### config.mk
export PLATFORM = sky130hd
export DESIGN_NAME = lincomb_solver
export DESIGN_NICKNAME = d
export VERILOG_FILES = /design/src/rtl/lincomb_solver.sv
export SDC_FILE = /design/constraint.sdc
export NUM_CORES = 1
export LEC_CHECK = 0
export BUFFER_PORTS_ARGS = -buffer_cell sky130_fd_sc_hd__buf_2
export CORE_MARGIN = 2
export CORE_UTILIZATION = 55
export CTS_BUF_LIST = sky130_fd_sc_hd__clkbuf_4
export CTS_CLUSTER_DIAMETER = 150
export DETAILED_ROUTE_END_ITERATION = 12
export GPL_TIMING_DRIVEN = 0
export PLACE_DENSITY_LB_ADDON = 0.15
export SYNTH_ARGS = -nofsm -noshare
export SYNTH_HDL_FRONTEND = slang
export SYNTH_SLANG_ARGS = --single-unit
### constraint.sdc
create_clock -name clk -period 3.34 [get_ports clk]
set_input_delay 0 -clock clk [delete_from_list [all_inputs] [get_ports clk]]
set_output_delay 0 -clock clk [all_outputs]
set_load 0.02 [all_outputs]
### src/rtl/lincomb_solver.sv
// Recovers (a, b) from c = KA*a + KB*b by scanning one candidate a per cycle.
// Define SOLVER_EARLY_EXIT_EN to stop at the first hit (multi then stays 0).
module lincomb_solver #(
    parameter int unsigned A_W = 4,
    parameter int unsigned B_W = 4,
    parameter int unsigned C_W = 9,
    parameter int unsigned KA  = 12,
    parameter int unsigned KB  = 5
) (
    input  logic           clk,
    input  logic           rst,
    input  logic           in_valid,
    output logic           in_ready,
    input  logic [C_W-1:0] c,
    output logic           out_valid,
    output logic [A_W-1:0] a,
    output logic [B_W-1:0] b,
    output logic           found,
    output logic           multi
);
    localparam int unsigned R_W = C_W + 1;
    localparam logic [A_W-1:0]        IDX_LAST = '1;
    localparam logic [C_W-1:0]        KB_C     = C_W'(KB);
    localparam logic [C_W-1:0]        B_MAX    = C_W'((2 ** B_W) - 1);
    localparam logic signed [R_W-1:0] KA_R     = R_W'(KA);

    typedef enum logic [1:0] {IDLE, SEARCH, DONE} state_e;

    state_e                state_q, state_d;
    logic signed [R_W-1:0] r_q, r_d;
    logic [A_W-1:0]        idx_q, idx_d;
    logic [A_W-1:0]        a_q, a_d;
    logic [B_W-1:0]        b_q, b_d;
    logic                  found_q, found_d;
    logic                  multi_q, multi_d;

    logic [C_W-1:0] r_mag, quo, rem;
    logic           hit;

    always_comb begin
        r_mag = r_q[C_W-1:0];
        quo   = r_mag / KB_C;
        rem   = r_mag % KB_C;
        hit   = !r_q[R_W-1] && (rem == '0) && (quo <= B_MAX);
    end

    always_comb begin
        state_d = state_q;
        r_d     = r_q;
        idx_d   = idx_q;
        a_d     = a_q;
        b_d     = b_q;
        found_d = found_q;
        multi_d = multi_q;
        unique case (state_q)
            IDLE: begin
                if (in_valid) begin
                    r_d     = {1'b0, c};
                    idx_d   = '0;
                    a_d     = '0;
                    b_d     = '0;
                    found_d = 1'b0;
                    multi_d = 1'b0;
                    state_d = SEARCH;
                end
            end
            SEARCH: begin
                // Residue stops moving once negative: no later candidate can hit.
                if (!r_q[R_W-1]) r_d = r_q - KA_R;
                if (idx_q == IDX_LAST) state_d = DONE;
                else                   idx_d   = idx_q + 1'b1;
                if (hit) begin
                    if (!found_q) begin
                        a_d     = idx_q;
                        b_d     = quo[B_W-1:0];
                        found_d = 1'b1;
`ifdef SOLVER_EARLY_EXIT_EN
                        state_d = DONE;
`endif
                    end else begin
`ifndef SOLVER_EARLY_EXIT_EN
                        multi_d = 1'b1;
`endif
                    end
                end
            end
            DONE:    state_d = IDLE;
            default: state_d = IDLE;
        endcase
    end

    always_ff @(posedge clk or posedge rst) begin
        if (rst) begin
            state_q <= IDLE;
            r_q     <= '0;
            idx_q   <= '0;
            a_q     <= '0;
            b_q     <= '0;
            found_q <= 1'b0;
            multi_q <= 1'b0;
        end else begin
            state_q <= state_d;
            r_q     <= r_d;
            idx_q   <= idx_d;
            a_q     <= a_d;
            b_q     <= b_d;
            found_q <= found_d;
            multi_q <= multi_d;
        end
    end

    assign in_ready  = (state_q == IDLE);
    assign out_valid = (state_q == DONE);
    assign a         = a_q;
    assign b         = b_q;
    assign found     = found_q;
    assign multi     = multi_q;
endmodule

* Word-level counts from Yosys, hierarchy flattened *
Cells that the tools add are included.

storage, ports and cells
  output and inout port bits = 12
  input port bits = 12
  word-level logic and storage cells = 57
  register bits after elaboration = 26

cells by class
  reduce and logical (&&, ||, !) cells = 13
  magnitude comparators = 1
  mux-type cells = 21
  $add $sub $neg = 2
  div/mod/pow operators = 2
  eq/ne operators = 10

operator list
  cell                                                 count
  two-way mux 4 bit                                    6
  one-hot mux 4 bit (2 select lines)                   3
  two-way mux 10 bit                                   2
  one-hot mux 10 bit (2 select lines)                  1
  inequality test 2 bit, second input constant         7
  subtractor 10 x 5 -> 10 bit, second input constant   1
  divider 9 x 3 -> 9 bit, second input constant        1
  <= comparator 9 x 4 -> 1 bit, second input constant  1
  logical NOT 9 bit                                    1
  modulo 9 x 3 -> 9 bit, second input constant         1
  AND reduction 3 bit                                  3
  AND reduction 4 bit                                  2
  adder 4 x 1 -> 4 bit, second input constant          1
  equality test 4 bit, second input constant           1
  two-way mux 1 bit                                    4
  two-way mux 2 bit                                    2
  one-hot mux 1 bit (2 select lines)                   2
  one-hot mux 2 bit (2 select lines)                   1
  AND reduction 2 bit                                  2
  equality test 2 x 1 -> 1 bit, second input constant  1
  equality test 2 bit, second input constant           1
  logical AND 1 bit                                    2
  logical NOT 2 bit                                    1
  nonzero test 2 bit                                   1
  logical NOT 1 bit                                    1

* Longest topological paths before layout *
  word-level depth = 6
  depth in mapped cells = 16

* Least setup slack after synthesis *
Ideal clock, no wire load.

  kind = flip-flop to flip-flop
  start = register r_q[3]
  end = register b_q[2], in the netlist b[2]
  stages on the path, launching flop included = 14
  required time = 3254 ps
  clock period less this slack = 3502 ps
  library setup time = 86 ps
  slack = -162 ps
  arrival = 3416 ps
  path through = dfrtp_1 -> clkinv_1 -> ha_1 -> or4b_4 -> or3_4 -> o311a_4 -> o221ai_2 -> nor2_2 -> or3_1 -> a2bb2oi_1 -> o311ai_2 -> or3_1 -> buf_6 -> o221ai_2

on the way
  cells in the longest elaborated chain, start to end = 6
  elaborated cells on any way between the ends = 11
  classes of those cells = div: 2; order compare: 1; eq/ne: 1; mux: 3; reduce/logical: 4

RTL lines
  item                                                            RTL line  source
  from (decl)                                                     30        logic signed [R_W-1:0] r_q, r_d;
  from (signal assigned)                                          103       r_q <= r_d;
  branches (longest 6 deep; another with divider 9 x 3 -> 9 bit)  n/a
  to (signal assigned)                                            98        b_q <= '0;
  to (signal assigned)                                            106       b_q <= b_d;
  to (decl)                                                       33        logic [B_W-1:0] b_q, b_d;

Parallel ways; which one is timed is not known. The select of a mux whose other input is x is not followed.
A chain may end at the register's enable or synchronous reset.

* Worst setup path after layout *
  start = register r_q[7]
  end = register b_q[3], in the netlist b[3]

Same word-level chain as after synthesis.

==> results.yml <==
drt:
  drt_drc_violations_left: 0
  vias: 2389
  drt_pre_antenna_iters: 4
  wl_met2_mm: 3.268
  dr_wl_met3_microns: 247
  routedLengthMet1_mm: 2.856
  highest_layer: "met4"
  wirelength_mm: 6.476
  dr_iter_0_viols: 174
  via_per_inst: 6.157
  wire_per_inst_microns: 16.69
  route.antenna.remaining_nets: 0
setup_path:
  r2r-start: "r_q[7]"
  r2r-end: "b[3]"
  path_class: "reg -> reg"
  cp_data_arrival_time_ps: 3800
  setup.reg_to_reg.worst_slack_ps: -190
  cp_max_fo: 9
  timing.critical_path.from_type: "flip-flop"
  timing.critical_path.to_type: "flip-flop"
  rr_worst_depth: 16
  cp_data_required_time_ps: 3610
cts:
  clock-sinks: 26
  tritoncts_clock_tree: "built"
  htree_num_levels: 1
  clock_tree.root_cell: "sky130_fd_sc_hd__clkbuf_4"
  cts_inserted_buffers: 3
  cts.path.max_buffers: 2
  clk_latency_ps: 340
  cts.reportedPaths.clkPinSlew_ps: 140
place:
  detailedPlacementHpwl_mm: 4.090
  port_buffers: 23
  gp_congestion: 0.8534
yosys:
  async_set_or_reset_flop_fraction_in_the_synthesized_netlist_pct: 100.0
  synthDistinctLibCells: 67
  yosysMostFrequentCell: "sky130_fd_sc_hd__nand2_1"
  synth_top_area_cell: "sky130_fd_sc_hd__dfrtp_1"
  synth_sequential_area_ratio_pct: 28.05
  most_numerous_cell_types_in_the_synthesized_netlist: "31 x sky130_fd_sc_hd__nand2_1, 29 x sky130_fd_sc_hd__nor2_1, 26 x sky130_fd_sc_hd__dfrtp_1"
  yosys-top-cells-area: "sky130_fd_sc_hd__dfrtp_1 28%, sky130_fd_sc_hd__o221ai_2 5.8%, sky130_fd_sc_hd__nand2_1 5.0%"
  synthesis.instances: 279
  postSynthRegisterBits: 26
  synth_edf_count: 0
  yosysWarnings: 0
  ys.flop_type: "sky130_fd_sc_hd__dfrtp_1"
  synth_top_area_share_pct: 28.05
  post_synthesis_cell_area_sq_um: 2320
  postSynthNetCount: 295
  syn_avg_cell_area_sq_um: 8.314
global_routing:
  grt_remaining_overflow: 0
  grt_pass1_wl_mm: 10.02
  grt_util_all_layers_pct: 27.97
  grt_pass1_vias: 2235
  number_of_antenna_violations_at_the_first_check_in_global_routing: 0
  grt_start_max_net_pins: 27
outcome:
  status: "complete, but fails checks"
  violations: "setup timing"
sta:
  final.min_clock_period_ps: 3527
  report.final.slew_viol_count: 0
  max_freq_ghz: 0.2835
  setup_violations: 10
  final-hold-violation-count: 0
  slew-limit-headroom_pct: 30.10
  unrepaired_setup_endpoints_after_global_routing: "yes"
  hold-worst-slack_ps: 75.13
  fin_skew_ps: 6.236
  final.setup.worst_slack_ps: -187.2
  slew_at_the_pin_closest_to_its_max_slew_limit_ps: 1047
  timing.final.crit_share_pct: 105.6
finish:
  drive_gt1_share_pct: 35.50
  synthToLayoutAreaGrowth_pct: 32.09
  finish.net_count: 355
  insertedDiodeCount: 0
  fillCellCount: 296
floorplanning:
  io_pins: 24
  die_height_microns: 68.95
  placeableCoreArea_sq_um: 4029
  die-area_sq_um: 4753
  initial_cell_density_of_the_core_pct: 57.58
  row_count: 23
  dieWidth_microns: 68.95
run:
  max-cap-violations: 0
hold_path:
  hold_path_end: "state_q[0]"
  hold_start: "in_valid"
  hold_path.class: "in -> reg"
  hold_depth: 3
sequential cells by signal, summed over array words and instances (netlist names):
| signal | cells |
|---|---|
| r_q | 10 |
| b | 4 |
| state_q | 2 |
| multi | 1 |
| found | 1 |
| a | 4 |
| idx_q | 4 |
area by class of cell:
type,count,area (sq um),share of cell area (%)
clock inverter,1,3.754,0.1225
clock buffer,3,22.52,0.7350
buffer,15,90.09,2.940
sequential,26,651.9,21.27
timing repair buffer,57,436.7,14.25
inverter,20,82.58,2.695
tap,50,62.56,2.042
multi-input combinational,216,1714,55.94
worst max-delay path by stage:
stage / from / end / slack (ps) / cells after the start
after global placement: r_q[3] / b[0] / -380 / 15
after global routing: r_q[8] / b[3] / -350 / 16
after CTS: r_q[3] / b[0] / -160 / 15
after detailed placement: r_q[2] / b[0] / -370 / 15
final: r_q[7] / b[3] / -190 / 16
after floorplan: r_q[3] / b[2] / 10 / 15
kinds of logic (layout without fill, tap and decap cells):
kind of cell | count (synthesis) | in the layout | share of synthesized area, %
DFF | 26 | 26 | 28.05
muxes | 3 | 3 | 1.402
and+or+nand+nor | 120 | 120 | 27.94
xor gates and xnor gates | 3 | 3 | 1.133
adders and majority gates | 5 | 5 | 2.589
buffers and inverters | 37 | 96 | 7.335
AOI/OAI and AO/OA | 85 | 85 | 31.55
repair_timing:
action                     in CTS  in global routing
gates resized for setup        21                 31
hold buffers                   10                  0
hold endpoints to repair       35                  0
setup endpoints to repair      10                 10
setup buffers                  11                 12
pin swaps                      21                 14
gates cloned                    0                  1
layer usage:
layer | vias to the layer above | global-route usage, %
li1 | 1158 | -
met5 | - | 0
met2 | 57 | 50.60
met3 | 13 | 2.760
met1 | 1161 | 34.96
met4 | 0 | 8.578
metrics by stage:
step	utilization [%]	worst slack, ps	TNS, ps	instances	area, sq um
2_1_floorplan	-	10.42	0	279	2349
3_3_place_gp	62.70	-382.4	-3553	352	2526
3_5_place_dp	62.70	-369.5	-3401	352	2526
4_1_cts	70.50	-159.6	-1316	377	2840
5_1_grt	76.06	-354.2	-3233	388	3064
6_report	76.06	-187.2	-1535	388	3064
cell usage in the layout (no fill, tap or decap), types with 3 or more instances in the layout:
cell type	instances
sky130_fd_sc_hd__nand2_1	29
sky130_fd_sc_hd__buf_2	28
sky130_fd_sc_hd__nor2_1	26
sky130_fd_sc_hd__dfrtp_1	25
sky130_fd_sc_hd__buf_4	19
sky130_fd_sc_hd__inv_1	18
sky130_fd_sc_hd__a21oi_1	15
sky130_fd_sc_hd__o21ai_0	11
sky130_fd_sc_hd__dlygate4sd3_1	10
sky130_fd_sc_hd__o221ai_2	9
sky130_fd_sc_hd__buf_6	6
sky130_fd_sc_hd__nand3_1	6
sky130_fd_sc_hd__clkbuf_1	5
sky130_fd_sc_hd__nand2b_1	5
sky130_fd_sc_hd__o21ai_1	5
sky130_fd_sc_hd__or3_4	5
sky130_fd_sc_hd__and3_1	5
sky130_fd_sc_hd__nand3b_1	4
sky130_fd_sc_hd__clkbuf_4	4
sky130_fd_sc_hd__nor2_2	4
sky130_fd_sc_hd__a211oi_1	4
sky130_fd_sc_hd__nor3_1	4
sky130_fd_sc_hd__a21o_1	4
sky130_fd_sc_hd__o22ai_1	3
sky130_fd_sc_hd__nand4_1	3
sky130_fd_sc_hd__nor2b_1	3
worst max-delay path: stages (launching register included):
cell and delay [ps]:
sky130_fd_sc_hd__dfrtp_1 350, sky130_fd_sc_hd__clkbuf_2 190, sky130_fd_sc_hd__and4bb_1 240, sky130_fd_sc_hd__a2111oi_4 360, sky130_fd_sc_hd__buf_4 210, sky130_fd_sc_hd__nand2_4 100
sky130_fd_sc_hd__a2111oi_4 430, sky130_fd_sc_hd__nor2_2 100, sky130_fd_sc_hd__buf_6 150, sky130_fd_sc_hd__buf_6 120, sky130_fd_sc_hd__buf_6 110, sky130_fd_sc_hd__a32oi_2 160
sky130_fd_sc_hd__nand4b_1 190, sky130_fd_sc_hd__o21ai_2 270, sky130_fd_sc_hd__o22ai_4 130, sky130_fd_sc_hd__clkbuf_16 190, sky130_fd_sc_hd__o221ai_2 150
Power is not shown: default switching activity piles up to over one toggle a cycle in this logic, so the estimate is an artifact.
